File: config.mk
export PLATFORM = sky130hd
export DESIGN_NAME = serial_logic_unit
export DESIGN_NICKNAME = d
export VERILOG_FILES = /design/src/rtl/serial_logic_unit_pkg.sv /design/src/rtl/serial_logic_unit_slice.sv /design/src/rtl/serial_logic_unit.sv
export SDC_FILE = /design/constraint.sdc
export NUM_CORES = 1
export LEC_CHECK = 0
export BUFFER_PORTS_ARGS = -buffer_cell sky130_fd_sc_hd__buf_4
export CAP_MARGIN = 0
export CORE_MARGIN = 4
export CORE_UTILIZATION = 55
export DETAILED_ROUTE_END_ITERATION = 10
export GPL_TIMING_DRIVEN = 0
export PLACE_DENSITY = 0.79
export SYNTH_ARGS = -nofsm -noshare
export SYNTH_HDL_FRONTEND = slang
export SYNTH_SLANG_ARGS = --single-unit
export TNS_END_PERCENT = 5
File: constraint.sdc
create_clock -name clk -period 5.96 [get_ports clk]
set_clock_uncertainty 0.15 [all_clocks]
set_input_delay 0.596 -clock clk [delete_from_list [all_inputs] [get_ports clk]]
set_output_delay 0.596 -clock clk [all_outputs]
set_load 0.03 [all_outputs]
File: src/rtl/serial_logic_unit_pkg.sv
// Shared definitions for the bit-serial logic unit: opcodes, FSM states and
// the slice-counter width helper.
package serial_logic_unit_pkg;

    localparam logic [2:0] OP_INV  = 3'b000;
    localparam logic [2:0] OP_AND  = 3'b001;
    localparam logic [2:0] OP_NAND = 3'b010;
    localparam logic [2:0] OP_OR   = 3'b011;
    localparam logic [2:0] OP_XOR  = 3'b100;
    localparam logic [2:0] OP_NOR  = 3'b101;
    localparam logic [2:0] OP_XNOR = 3'b110;
    localparam logic [2:0] OP_RSV  = 3'b111;

    typedef enum logic [1:0] {
        ST_IDLE = 2'b00,
        ST_RUN  = 2'b01,
        ST_DONE = 2'b10
    } state_t;

    // Slice counter must index NSLICE slices but is never narrower than 1 bit.
    function automatic int cnt_width(input int nslice);
        return (nslice > 1) ? $clog2(nslice) : 1;
    endfunction

endpackage

File: src/rtl/serial_logic_unit_slice.sv
// Single-bit gate primitives and the combinational SLICE-bit logic slice
// built from them; one slice is evaluated per RUN cycle.
module sl_inv (
    input  logic a_i,
    output logic y_o
);
    assign y_o = ~a_i;
endmodule

module sl_and2 (
    input  logic a_i,
    input  logic b_i,
    output logic y_o
);
    assign y_o = a_i & b_i;
endmodule

module sl_nand2 (
    input  logic a_i,
    input  logic b_i,
    output logic y_o
);
    assign y_o = ~(a_i & b_i);
endmodule

module sl_or2 (
    input  logic a_i,
    input  logic b_i,
    output logic y_o
);
    assign y_o = a_i | b_i;
endmodule

module sl_xor2 (
    input  logic a_i,
    input  logic b_i,
    output logic y_o
);
    assign y_o = a_i ^ b_i;
endmodule

module logic_slice
    import serial_logic_unit_pkg::*;
#(
    parameter int SLICE = 4
) (
    input  logic [SLICE-1:0] a_slice_i,
    input  logic [SLICE-1:0] b_slice_i,
    input  logic [2:0]       op_i,
    output logic [SLICE-1:0] y_slice_o,
    output logic             err_o
);

    logic [SLICE-1:0] inv_a;
    logic [SLICE-1:0] and_ab;
    logic [SLICE-1:0] nand_ab;
    logic [SLICE-1:0] or_ab;
    logic [SLICE-1:0] xor_ab;
    logic [SLICE-1:0] nor_ab;
    logic [SLICE-1:0] xnor_ab;

    for (genvar i = 0; i < SLICE; i++) begin : g_bit
        sl_inv   u_inv   (.a_i(a_slice_i[i]),                      .y_o(inv_a[i]));
        sl_and2  u_and2  (.a_i(a_slice_i[i]), .b_i(b_slice_i[i]), .y_o(and_ab[i]));
        sl_nand2 u_nand2 (.a_i(a_slice_i[i]), .b_i(b_slice_i[i]), .y_o(nand_ab[i]));
        sl_or2   u_or2   (.a_i(a_slice_i[i]), .b_i(b_slice_i[i]), .y_o(or_ab[i]));
        sl_xor2  u_xor2  (.a_i(a_slice_i[i]), .b_i(b_slice_i[i]), .y_o(xor_ab[i]));
        // NOR and XNOR reuse the OR/XOR gates followed by an inverter.
        sl_inv   u_nor   (.a_i(or_ab[i]),                          .y_o(nor_ab[i]));
        sl_inv   u_xnor  (.a_i(xor_ab[i]),                         .y_o(xnor_ab[i]));
    end

    always_comb begin
        // NOTE: every output gets a default before the case so no path can infer a latch.
        y_slice_o = '0;
        err_o     = 1'b0;
        case (op_i)
            OP_INV:  y_slice_o = inv_a;
            OP_AND:  y_slice_o = and_ab;
            OP_NAND: y_slice_o = nand_ab;
            OP_OR:   y_slice_o = or_ab;
            OP_XOR:  y_slice_o = xor_ab;
            OP_NOR:  y_slice_o = nor_ab;
            OP_XNOR: y_slice_o = xnor_ab;
            default: err_o     = 1'b1;
        endcase
    end

endmodule

File: src/rtl/serial_logic_unit.sv
// Bit-serial bitwise logic unit: accepts two operands and an opcode, evaluates
// SLICE bits per cycle, then holds the result and flags until consumed.
module serial_logic_unit
    import serial_logic_unit_pkg::*;
#(
    parameter int WIDTH = 16,
    parameter int SLICE = 4
) (
    input  logic             clk,
    input  logic             reset,
    input  logic             in_valid,
    output logic             in_ready,
    input  logic [WIDTH-1:0] a,
    input  logic [WIDTH-1:0] b,
    input  logic [2:0]       op,
    output logic             out_valid,
    input  logic             out_ready,
    output logic [WIDTH-1:0] result,
    output logic             zero,
    output logic             parity,
    output logic             err
);

    localparam int             NSLICE   = WIDTH / SLICE;
    localparam int             CNT_W    = cnt_width(NSLICE);
    localparam logic [CNT_W-1:0] CNT_LAST = CNT_W'(NSLICE - 1);

    state_t             state_q;
    logic [CNT_W-1:0]   cnt_q;
    logic [WIDTH-1:0]   a_q;
    logic [WIDTH-1:0]   b_q;
    logic [2:0]         op_q;
    logic [WIDTH-1:0]   result_q;
    logic [WIDTH-1:0]   result_d;
    logic               zero_q;
    logic               parity_q;
    logic               err_q;
    logic               out_valid_q;

    logic [SLICE-1:0]   a_slice;
    logic [SLICE-1:0]   b_slice;
    logic [SLICE-1:0]   y_slice;
    logic               slice_err;
    logic               accept;

    assign in_ready = (state_q == ST_IDLE) && !reset;
    assign accept   = in_valid && in_ready;

    assign a_slice = a_q[int'(cnt_q)*SLICE +: SLICE];
    assign b_slice = b_q[int'(cnt_q)*SLICE +: SLICE];

    logic_slice #(
        .SLICE(SLICE)
    ) u_slice (
        .a_slice_i (a_slice),
        .b_slice_i (b_slice),
        .op_i      (op_q),
        .y_slice_o (y_slice),
        .err_o     (slice_err)
    );

    // Result word with the current slice merged in; flags are taken from this
    // value on the last slice so they reflect the complete result.
    always_comb begin
        result_d = result_q;
        result_d[int'(cnt_q)*SLICE +: SLICE] = y_slice;
    end

    // NOTE: operand registers carry no reset; they are always loaded on accept before use.
    always_ff @(posedge clk) begin
        if (accept) begin
            a_q  <= a;
            b_q  <= b;
            op_q <= op;
        end
    end

    // NOTE: all sequential state uses non-blocking assignments so every register samples pre-edge values.
    always_ff @(posedge clk) begin
        if (reset) begin
            state_q     <= ST_IDLE;
            cnt_q       <= '0;
            result_q    <= '0;
            zero_q      <= 1'b0;
            parity_q    <= 1'b0;
            err_q       <= 1'b0;
            out_valid_q <= 1'b0;
        end else begin
            case (state_q)
                ST_IDLE: begin
                    if (accept) begin
                        cnt_q    <= '0;
                        result_q <= '0;
                        state_q  <= ST_RUN;
                    end
                end
                ST_RUN: begin
                    result_q <= result_d;
                    if (cnt_q == CNT_LAST) begin
                        state_q     <= ST_DONE;
                        out_valid_q <= 1'b1;
                        zero_q      <= (result_d == '0);
                        parity_q    <= ^result_d;
                        err_q       <= slice_err;
                    end else begin
                        cnt_q <= cnt_q + 1'b1;
                    end
                end
                ST_DONE: begin
                    if (out_ready) begin
                        state_q     <= ST_IDLE;
                        out_valid_q <= 1'b0;
                    end
                end
                default: begin
                    state_q     <= ST_IDLE;
                    out_valid_q <= 1'b0;
                end
            endcase
        end
    end

    assign out_valid = out_valid_q;
    assign result    = result_q;
    assign zero      = zero_q;
    assign parity    = parity_q;
    assign err       = err_q;

endmodule

# Word-level counts from Yosys, hierarchy flattened
# Index checks and enable logic that the tools add are counted.
[word_totals] register_bits=59 in_bits=39 output_inout_bits=21 wordCells=87
[op_classes] n_addsub=2 n_eq_ne=13 n_shift=4 n_mux=15 bitwise=29 reduce_logical=14
[op_table] operator="$neg A4 Y33" n=1
[op_table] operator="$shift A4 B33 Y16 const A" n=1
[op_table] operator="$shiftx A4 B33 Y16" n=1
[op_table] operator="$pmux W16 S2" n=1
[op_table] operator="$shiftx A16 B5 Y4" n=2
[op_table] operator="$pmux W4 S7" n=1
[op_table] operator="$not A1 Y1" n=17
[op_table] operator="$bwmux W16" n=1
[op_table] operator="$logic_not A16 Y1" n=1
[op_table] operator="$mux W16" n=1
[op_table] operator="$reduce_xor A16 Y1" n=1
[op_table] operator="$mux W2" n=5
[op_table] operator="$eq A3 B3 Y1 const B" n=3
[op_table] operator="$reduce_and A3 Y1" n=3
[op_table] operator="$ne A2 B2 Y1 const B" n=4
[op_table] operator="$reduce_or A7 Y1" n=1
[op_table] operator="$eq A3 B2 Y1 const B" n=2
[op_table] operator="$pmux W2 S3" n=1
[op_table] operator="$and A1 B1 Y1" n=4
[op_table] operator="$eq A2 B2 Y1 const B" n=2
[op_table] operator="$or A1 B1 Y1" n=4
[op_table] operator="$pmux W2 S2" n=1
[op_table] operator="$reduce_and A2 Y1" n=2
[op_table] operator="$xor A1 B1 Y1" n=4
[op_table] operator="10 further kinds" n=13

# Longest topological paths before layout
# Gate-level depths: netlist of the first run.
[depth] depth_word=7 ltp_mapped=14 ltp_nobuf=12

# Modules after synthesis
# From an unflattened synthesis of the first run, not the netlist that was laid out.
[unflattened] cells_unflattened=290 hier_area_um2=3169.3
[by_module_without_submodules] mod="serial_logic_unit" n_inst=1 cells_each=226 area_per_inst_um2=2722.6
[by_module_without_submodules] mod="logic_slice" n_inst=1 cells_each=36 area_per_inst_um2=301.5
[by_module_without_submodules] mod="sl_inv" n_inst=12 cells_each=1 area_per_inst_um2=3.8
[by_module_without_submodules] mod="sl_xor2" n_inst=4 cells_each=1 area_per_inst_um2=8.8
[by_module_without_submodules] mod="sl_and2" n_inst=4 cells_each=1 area_per_inst_um2=6.3
[by_module_without_submodules] mod="sl_or2" n_inst=4 cells_each=1 area_per_inst_um2=6.3
[by_module_without_submodules] mod="sl_nand2" n_inst=4 cells_each=1 area_per_inst_um2=3.8

# Least setup slack after synthesis of the first run
# No wires, ideal clock.
[synth_path] kind="input -> register" start="in reset" end="reg a_q[0], enable pin" setup_ns=0.532 t_arrival_ns=4.404 required_time_ns=5.278 path_slack_ns=0.873 stages=1 n_path_buf=0 path_cell_list="nor4b_1"
[synth_between] elab_chain_cells=3
[synth_rtl] element="start: declaration" line="serial_logic_unit.sv:10" rtl="input logic reset,"
[synth_rtl] element="$logic_not A1 Y1" line="serial_logic_unit.sv:46" rtl="assign in_ready = (state_q == ST_IDLE) && !reset;"
[synth_rtl] element="$logic_and A1 B1 Y1" line="serial_logic_unit.sv:46"
[synth_rtl] element="$logic_and A1 B1 Y1" line="serial_logic_unit.sv:47" rtl="assign accept = in_valid && in_ready;"
[synth_rtl] element="end signal: assignment" line="serial_logic_unit.sv:72" rtl="a_q <= a;"
[synth_rtl] element="end: declaration" line="serial_logic_unit.sv:30" rtl="logic [WIDTH-1:0] a_q;"
# No other way between the ends.
# A chain may end at the register's enable or synchronous reset.

# Worst setup path after layout of the first run
[layout_path] start="reg cnt_q[0]" end="reg parity_q (netlist: parity)"
[layout_between] elab_chain_cells=7 word_cells_on_any_way=38 classes_between="1 x add/sub; 1 x eq/ne; 4 x shift; 2 x mux; 28 x bitwise; 2 x reduce/logical"
[layout_rtl] element="start: declaration" line="serial_logic_unit.sv:29" rtl="logic [CNT_W-1:0] cnt_q;"
[layout_rtl] element="start signal: assignment" line="serial_logic_unit.sv:106" rtl="cnt_q <= cnt_q + 1'b1;"
[layout_rtl] element="$shiftx A16 B5 Y4 (on tied branches)" line="serial_logic_unit.sv:49, serial_logic_unit.sv:50"
[layout_rtl] element="$xor A1 B1 Y1 (tied with other cells)" line="serial_logic_unit_slice.sv:39" rtl="assign y_o = a_i ^ b_i;"
[layout_rtl] element="$not A1 Y1 (on tied branches)" line="serial_logic_unit_slice.sv:7, serial_logic_unit_slice.sv:23"
[layout_rtl] element="$pmux W4 S7" line="serial_logic_unit_slice.sv:77" rtl="case (op_i)"
[layout_rtl] element="$shiftx A4 B33 Y16" line="serial_logic_unit.sv:66" rtl="result_d[int'(cnt_q)*SLICE +: SLICE] = y_slice;"
[layout_rtl] element="$bwmux W16" line="serial_logic_unit.sv:66"
[layout_rtl] element="$reduce_xor A16 Y1" line="serial_logic_unit.sv:103" rtl="parity_q <= ^result_d;"
[layout_rtl] element="end signal: assignment" line="serial_logic_unit.sv:103"
[layout_rtl] element="end: declaration" line="serial_logic_unit.sv:36" rtl="logic parity_q;"
# Several ways; a longest one is shown, not always the timed one.

==> flow_summary.toml, run 1 <==
[detailed_routing]
vias = 2329
wl_met2_um = 3300
avgRoutedWirePerCell_um = 17.2
route.detailed.drc = 0
ant_nets = 0
wl_met1_um = 2830
dr.max_layer_used = "met4"
wirelength_um = 6790
wl_met3_um = 545
first_pass_iters = 4
drtIter0Drc = 132
viasPerCell = 5.88

[cts]
clk_pin_slew_ns = 0.07
max-clock-path-buffers = 2
insertion_delay_ns = 0.34
post-cts-setup-buffers = 0
htreeDepth = 3
cts_sinks = 59
cts_hold_buf = 0
cts_repair_resize_count = 0
cts_buffers = 9
cts_tree = "yes"
cts_root_buf = "clkbuf_8"

[power_and_ir_drop]
cellPowerDensity_mw_per_mm2 = 259
total_power_uw = 976
p_leak_uw = 0.00148
ir_drop_mv = 0.201

[timing]
min_period_over_period_pct = 64.0
drv_slew = 0
fin_ws_ns = 2.15
period_minus_slack_ns = 3.81
finalHoldViolCount = 0
rsz0062_at_grt = "no"
slew_headroom_pct = 46.6
clock.fmax_mhz = 262
worst_slew_pin_slew_ns = 0.799
hold_slack_ns = 0.279
setup_viol = 0

[logic_synthesis]
syn_avg_cell_area_um2 = 12.1
ys_seq_area_share_pct = 51.1
netlist-cell-type-count = 36
yosysWarnings = 0
synth_seq_cells = 59
synth.cell_area_mm2 = 0.00300
synth_fp_nets = 308
synth_cells = 247

[critical_path]
cp_common_cell = "xnor2_1"
cp-start-kind = "flip-flop"
crit_path_top_delay_cell = "mux4_1"
worstPathArrival_ns = 3.92
cpPeakStageDelay_ns = 0.63
path_cells = "buf_6 > buf_12 > mux4_1 > inv_1 > ha_1 > a22oi_1 > mux2i_1 > o22ai_1 > a21oi_1 > ha_1 > xnor2_1 > xnor2_1 > xnor2_1 > a211oi_1"
required_ns = 6.06
cp_num_buf_inv = 3
regToRegSetupSlack_ns = 2.15
reg2reg_to = "parity"
reg2regPathDepth = 14
crit_type = "flip-flop to flip-flop"
r2r-start = "cnt_q[0]"
cp_top_family = "compound AO/OA/AOI/OAI gates"
critPathMaxFanout = 10
worstSetupEndpointType = "flip-flop"

[run]
max_cap_violations = 0

[global_route]
antenna_found_initial = 0
grt_use_total_pct = 22.5
first_global_vias = 2286
grt_pass1_wl_um = 11000
grt_max_degree = 13
globalRoute.totalOverflow = 0

[worst_hold_path]
whs_endpoint = "a_q[1]"
hold_depth = 1
hp-start = "a[1]"
hold_class = "primary input to flip-flop"

[outcome]
outcome = "completed"

[die]
fp-row-count = 26
start_util_pct = 57.6
ios = 60
die_width_um = 81.8
die_y_um = 81.8
core_mm2 = 0.00520
die-area_mm2 = 0.00669

[placement]
gp_congestion = 0.841
place_hpwl_um = 5060
io_buffer_count = 59
pre_cts_ws_ns = 2.23

[layout]
diodes = 0
final_layout_size_suffix_gt1_share_pct = 29.1
final_nets = 382
synthToLayoutAreaGrowth_pct = 25.6
[logic make-up after synthesis]
logic type | Yosys count | synth area share [%]
DFF | 59 | 51.1
and+or+nand+nor | 60 | 10.8
muxes | 12 | 7.85
adders and majority gates | 22 | 9.19
AOI/OAI and AO/OA | 67 | 15.6
buffers and inverters | 20 | 3.42
xor gates and xnor gates | 7 | 2.05
[registers in the layout, indices dropped and copies added (netlist names)]
signal and count:
op_q 3, parity 1, b_q 16, err 1, state_q 2, zero 1, out_valid 1, cnt_q 2
a_q 16, result 16
[power by group]
part / leakage (uW) / total [uW] / internal [uW] / switching [uW]
Clock: 0.0000974 / 364 / 195 / 169
Combinational: 0.000863 / 161 / 72.5 / 88.5
Sequential: 0.000518 / 451 / 445 / 5.31
[stage by stage]
stage                     utilization (%)  setup TNS (ns)  instances  area, um^2
after global routing                 72.3               0        396        3760
after detailed placement             68.5               0        380        3560
final                                72.3               0        396        3760
after global placement               67.8          -16.33        376        3530
after floorplan                         -               0        247        3000
after CTS                            72.3               0        396        3760
[area by class of cell]
class | instances | area, um^2
Tap cell | 70 | 87.6
Fill cell | 380 | 1440
Buffer | 10 | 65.1
Multi-Input combinational cell | 168 | 1370
Clock buffer | 9 | 124
Clock inverter | 7 | 76.3
Inverter | 10 | 37.5
Timing Repair Buffer | 63 | 473
Sequential cell | 59 | 1530
[worst reg2reg max path, stage by stage, from the launching register on]
cell and delay, ns:
dfxtp_1 0.41, buf_6 0.17, buf_12 0.15, mux4_1 0.63, inv_1 0.09, ha_1 0.23, a22oi_1 0.17, mux2i_1 0.12
o22ai_1 0.43, a21oi_1 0.14, ha_1 0.33, xnor2_1 0.21, xnor2_1 0.17, xnor2_1 0.11, a211oi_1 0.22
[how the worst max path moves through the flow]
stage	to	start	slack, ns	depth (start not counted)
finish	parity	cnt_q[0]	2.15	14
floorplan	a_q[0]	reset	0.87	1
CTS	parity	cnt_q[0]	2.21	14
global placement	b_q[12]	reset	-0.46	2
detailed placement	parity	cnt_q[0]	2.23	14
global route	parity	cnt_q[0]	1.97	14
[Yosys cell counts, drive strengths merged]
cell	instances	area (um^2)
edfxtp	35	1050
a21oi	26	130
dfxtp	24	480
ha	22	275
o2bb2ai	20	175
nor2b	16	100
nand2	15	56.3
nor2	11	41.3
inv	10	37.5
mux4	8	195
o22a	8	75.1
xnor2	7	61.3
buf	6	50.0
nor3	6	30.0
a22oi	4	30.0
clkbuf	4	15.0
mux2i	4	40.0
o22ai	4	25.0
nand4	3	18.8
o21ai	3	15.0
nor3b	2	15.0
nor4b	2	23.8
a2111oi	1	8.76
a211oi	1	7.51
and2	1	6.26
and4bb	1	12.5
nand2b	1	6.26
nand3b	1	7.51
or3	1	6.26
[layout by cell type, fill, tap and decap left out, types with 4 or more instances in the layout]
cell | netlist | routed
a21oi_1 | 26 | 26
a22oi_1 | 4 | 4
buf_4 | 0 | 63
clkbuf_1 | 4 | 4
clkbuf_8 | 0 | 9
dfxtp_1 | 24 | 24
edfxtp_1 | 35 | 35
ha_1 | 22 | 22
inv_1 | 9 | 9
mux2i_1 | 4 | 4
mux4_1 | 4 | 4
mux4_2 | 4 | 4
nand2_1 | 15 | 15
nor2_1 | 11 | 11
nor2b_1 | 16 | 16
nor3_1 | 6 | 6
o22a_1 | 4 | 4
o22a_2 | 4 | 4
o22ai_1 | 4 | 4
o2bb2ai_1 | 20 | 20
xnor2_1 | 7 | 7
[routing by layer]
layer / up-vias / global-route usage, %
li1: 1093 / -
met1: 1113 / 29.9
met2: 110 / 34.5
met3: 13 / 5.81
met4: 0 / 10.5
met5: - / 0
Power figures use the tool's default switching activity.
==> run 2, diff against run 1 <==
--- a/config.mk
+++ b/config.mk
@@ -5,13 +5,14 @@
 export SDC_FILE = /design/constraint.sdc
 export NUM_CORES = 1
 export LEC_CHECK = 0
+export ABC_AREA = 1
 export BUFFER_PORTS_ARGS = -buffer_cell sky130_fd_sc_hd__buf_4
 export CAP_MARGIN = 0
 export CORE_MARGIN = 4
-export CORE_UTILIZATION = 55
+export CORE_UTILIZATION = 50
 export DETAILED_ROUTE_END_ITERATION = 10
 export GPL_TIMING_DRIVEN = 0
-export PLACE_DENSITY = 0.79
+export PLACE_DENSITY = 0.75
 export SYNTH_ARGS = -nofsm -noshare
 export SYNTH_HDL_FRONTEND = slang
 export SYNTH_SLANG_ARGS = --single-unit
==> constraint.sdc (replaced) <==
create_clock -name clk -period 3.2 [get_ports clk]
set_clock_uncertainty 0.15 [all_clocks]
set_input_delay 0.32 -clock clk [delete_from_list [all_inputs] [get_ports clk]]
set_output_delay 0.32 -clock clk [all_outputs]
set_load 0.03 [all_outputs]
==> run 2 against run 1 <==
The run now ends with setup timing left. Power up 120%. Final area up 27%. Final cell count up 47%. Sequential share of layout area down 8.6 points. Utilization up 2.7 points. Global-route usage up 2.0 points. Wire length up 35%. Non-clock buffer count up 48. Combinational power rose to 3.6 times the previous value. Register-to-register slack worse by 2.2 ns. Die area up 19%. Critical path type unchanged.
==> flow_summary.toml, run 2 <==
[outcome]
outcome = "finished, violations left"
violations = "setup timing"

[critical_path]
worstSetupEndpointType = "flip-flop"
required_ns = 3.34
critPathMaxFanout = 10
path_cells = "buf_8 > buf_8 > nand2_1 > a32oi_2 > inv_1 > ha_4 > inv_1 > nand4_1 > nand2_1 > nor2_2 > nand3_2 > nand4_1 > nand2_1 > inv_2 > ha_4 > xnor2_4 > xnor2_2 > xnor2_1 > nand2_1 > a21oi_1"
crit_type = "flip-flop to flip-flop"
reg2regPathDepth = 20
crit_path_top_delay_cell = "dfxtp_4"
cpPeakStageDelay_ns = 0.41
worstPathArrival_ns = 3.44
cp_common_cell = "nand2_1"
cp-start-kind = "flip-flop"

[detailed_routing]
drtIter0Drc = 188
wl_met3_um = 632
wl_met2_um = 4760
vias = 3088
dr.max_layer_used = "met4"
route.detailed.drc = 0
wl_met1_um = 3590
ant_nets = 0
first_pass_iters = 5
wirelength_um = 9160
viasPerCell = 5.31
avgRoutedWirePerCell_um = 15.8

[cts]
insertion_delay_ns = 0.35
max-clock-path-buffers = 2
cts_root_buf = "clkbuf_8"
htreeDepth = 3
cts_sinks = 59
cts_tree = "yes"
cts_buffers = 9
clk_pin_slew_ns = 0.08

[placement]
placed_area_mm2 = 0.00383
place_hpwl_um = 5170
placedCellCount = 517
pre_cts_ws_ns = -0.602
gp_congestion = 0.893
io_buffer_count = 58

[logic_synthesis]
synth_area_leaders = "edfxtp_1 (32%), dfxtp_1 (15%), nand2_1 (15%), ha_1 (8.3%), inv_1 (5.3%)"
synth_edf_count = 35
ys_seq_area_share_pct = 46.4
ys_async_sr_fraction_pct = 0
netlist-cell-type-count = 34
ys_top_cells_by_count = "nand2_1 (128), inv_1 (47), edfxtp_1 (35)"
syn_avg_cell_area_um2 = 8.64
yosysWarnings = 0
synth.cell_area_mm2 = 0.00330
yosysTopAreaCellShare_pct = 31.8
synth_cells = 382
synthFlopType = "edfxtp_1"
synth_seq_cells = 59
synth_fp_nets = 443
synth_most_common_cell = "nand2_1"
yosysTopAreaCell = "edfxtp_1"

[global_route]
antenna_found_initial = 0
globalRoute.totalOverflow = 0
grt_use_total_pct = 24.5
first_global_vias = 3070
grt_pass1_wl_um = 14600
grt_max_degree = 37

[power_and_ir_drop]
p_leak_uw = 0.00209
ir_drop_mv = 0.390
cellPowerDensity_mw_per_mm2 = 448

[layout]
final_layout_size_suffix_gt1_share_pct = 32.1
final_cell_mix = "nand2_1 (124), buf_4 (72), inv_1 (37), edfxtp_1 (35), dlygate4sd3_1 (35)"
final_util_pct = 75.0
synthToLayoutAreaGrowth_pct = 45.1
final_nets = 560
finish.instance_area_mm2 = 0.00479
final_common_cell = "nand2_1"
fin_cells = 581
diodes = 0

[die]
start_util_pct = 51.7
ios = 60
die-area_mm2 = 0.00797
core_mm2 = 0.00639
die_width_um = 89.3
die_y_um = 89.3
fp-row-count = 29

[timing]
fin_ws_ns = -0.101
min_period_over_period_pct = 103
finalHoldViolCount = 0
rsz0062_at_grt = "yes"
period_minus_slack_ns = 3.30
drv_slew = 0
slew_headroom_pct = 63.8
clock.fmax_mhz = 303
worst_slew_pin_slew_ns = 0.543
setup_viol = 1

[worst_hold_path]
hold_class = "primary input to flip-flop"
hold_depth = 2

[run]
max_cap_violations = 0
-- run 2: changes by cell type after synthesis, sizes merged, moves of 16 or more --
cell and delta:
o2bb2ai -20, nand4 +16, nand2 +119, inv +41
nor2b -16, nand3 +17
-- run 2: path summary, 6_finish.rpt --
path,from,end,slack (ns)
worst max-delay path,cnt_q[0],parity,-0.10
worst min-delay path,reset,err,0.07
worst max register to register,cnt_q[0],parity,-0.10
worst min register to register,err,err,0.31
-- run 2: cells by family after synthesis --
kind of cell    synth area share, %
simple gates                   26.9
buf+inv                        9.32
fa+ha+maj                      8.34
compound gates                 7.20
xor+xnor                       1.86
flops                          46.4
-- run 2: repair_timing --
action,4_1_cts,5_1_grt
setup endpoints to repair,2,1
pin swaps,14,23
endpoints found under the hold margin,35,0
resized for setup,29,31
hold buffers,35,0
buffers inserted,10,3
-- run 2: per-stage QoR --
stage | hold WS, ns | TNS (ns) | total power [uW]
after global placement | 0.306 | -0.572 | 1290
after CTS | 0.0657 | 0 | 2070
after floorplan | 0.269 | 0 | 1180
final | 0.0731 | -0.101 | 2140
after global routing | 0.0782 | -0.208 | 2240
after detailed placement | 0.306 | -0.766 | 1300
-- run 2: area by class of cell --
| cell class | instances | area (um^2) |
|---|---|---|
| inverters | 51 | 204 |
| clock buffers | 9 | 124 |
| clock inverters | 7 | 76.3 |
| plain buffers | 14 | 144 |
| flip-flops and latches | 59 | 1540 |
| repair buffers | 107 | 911 |
| multi-input cells | 257 | 1700 |
| fillers | 407 | 1600 |
| well taps | 77 | 96.3 |
-- run 2: critical path, delay by kind of cell (launching register included) --
kind | cells | cell delay, ns
buf+inv | 5 | 0.46
fa+ha+maj | 2 | 0.50
flops | 1 | 0.41
xor+xnor | 3 | 0.52
compound gates | 2 | 0.40
simple gates | 8 | 0.77
-- run 2: power by group --
group / internal (uW) / switching (uW)
Clock: 365 / 338
Combinational: 264 / 322
Sequential: 837 / 18.1
Total: 1470 / 678
-- run 2: routing by layer --
metal,up-vias,GRT usage (%)
met4,0,8.12
met3,17,5.90
met5,-,0
met1,1446,29.6
li1,1490,-
met2,135,42.8
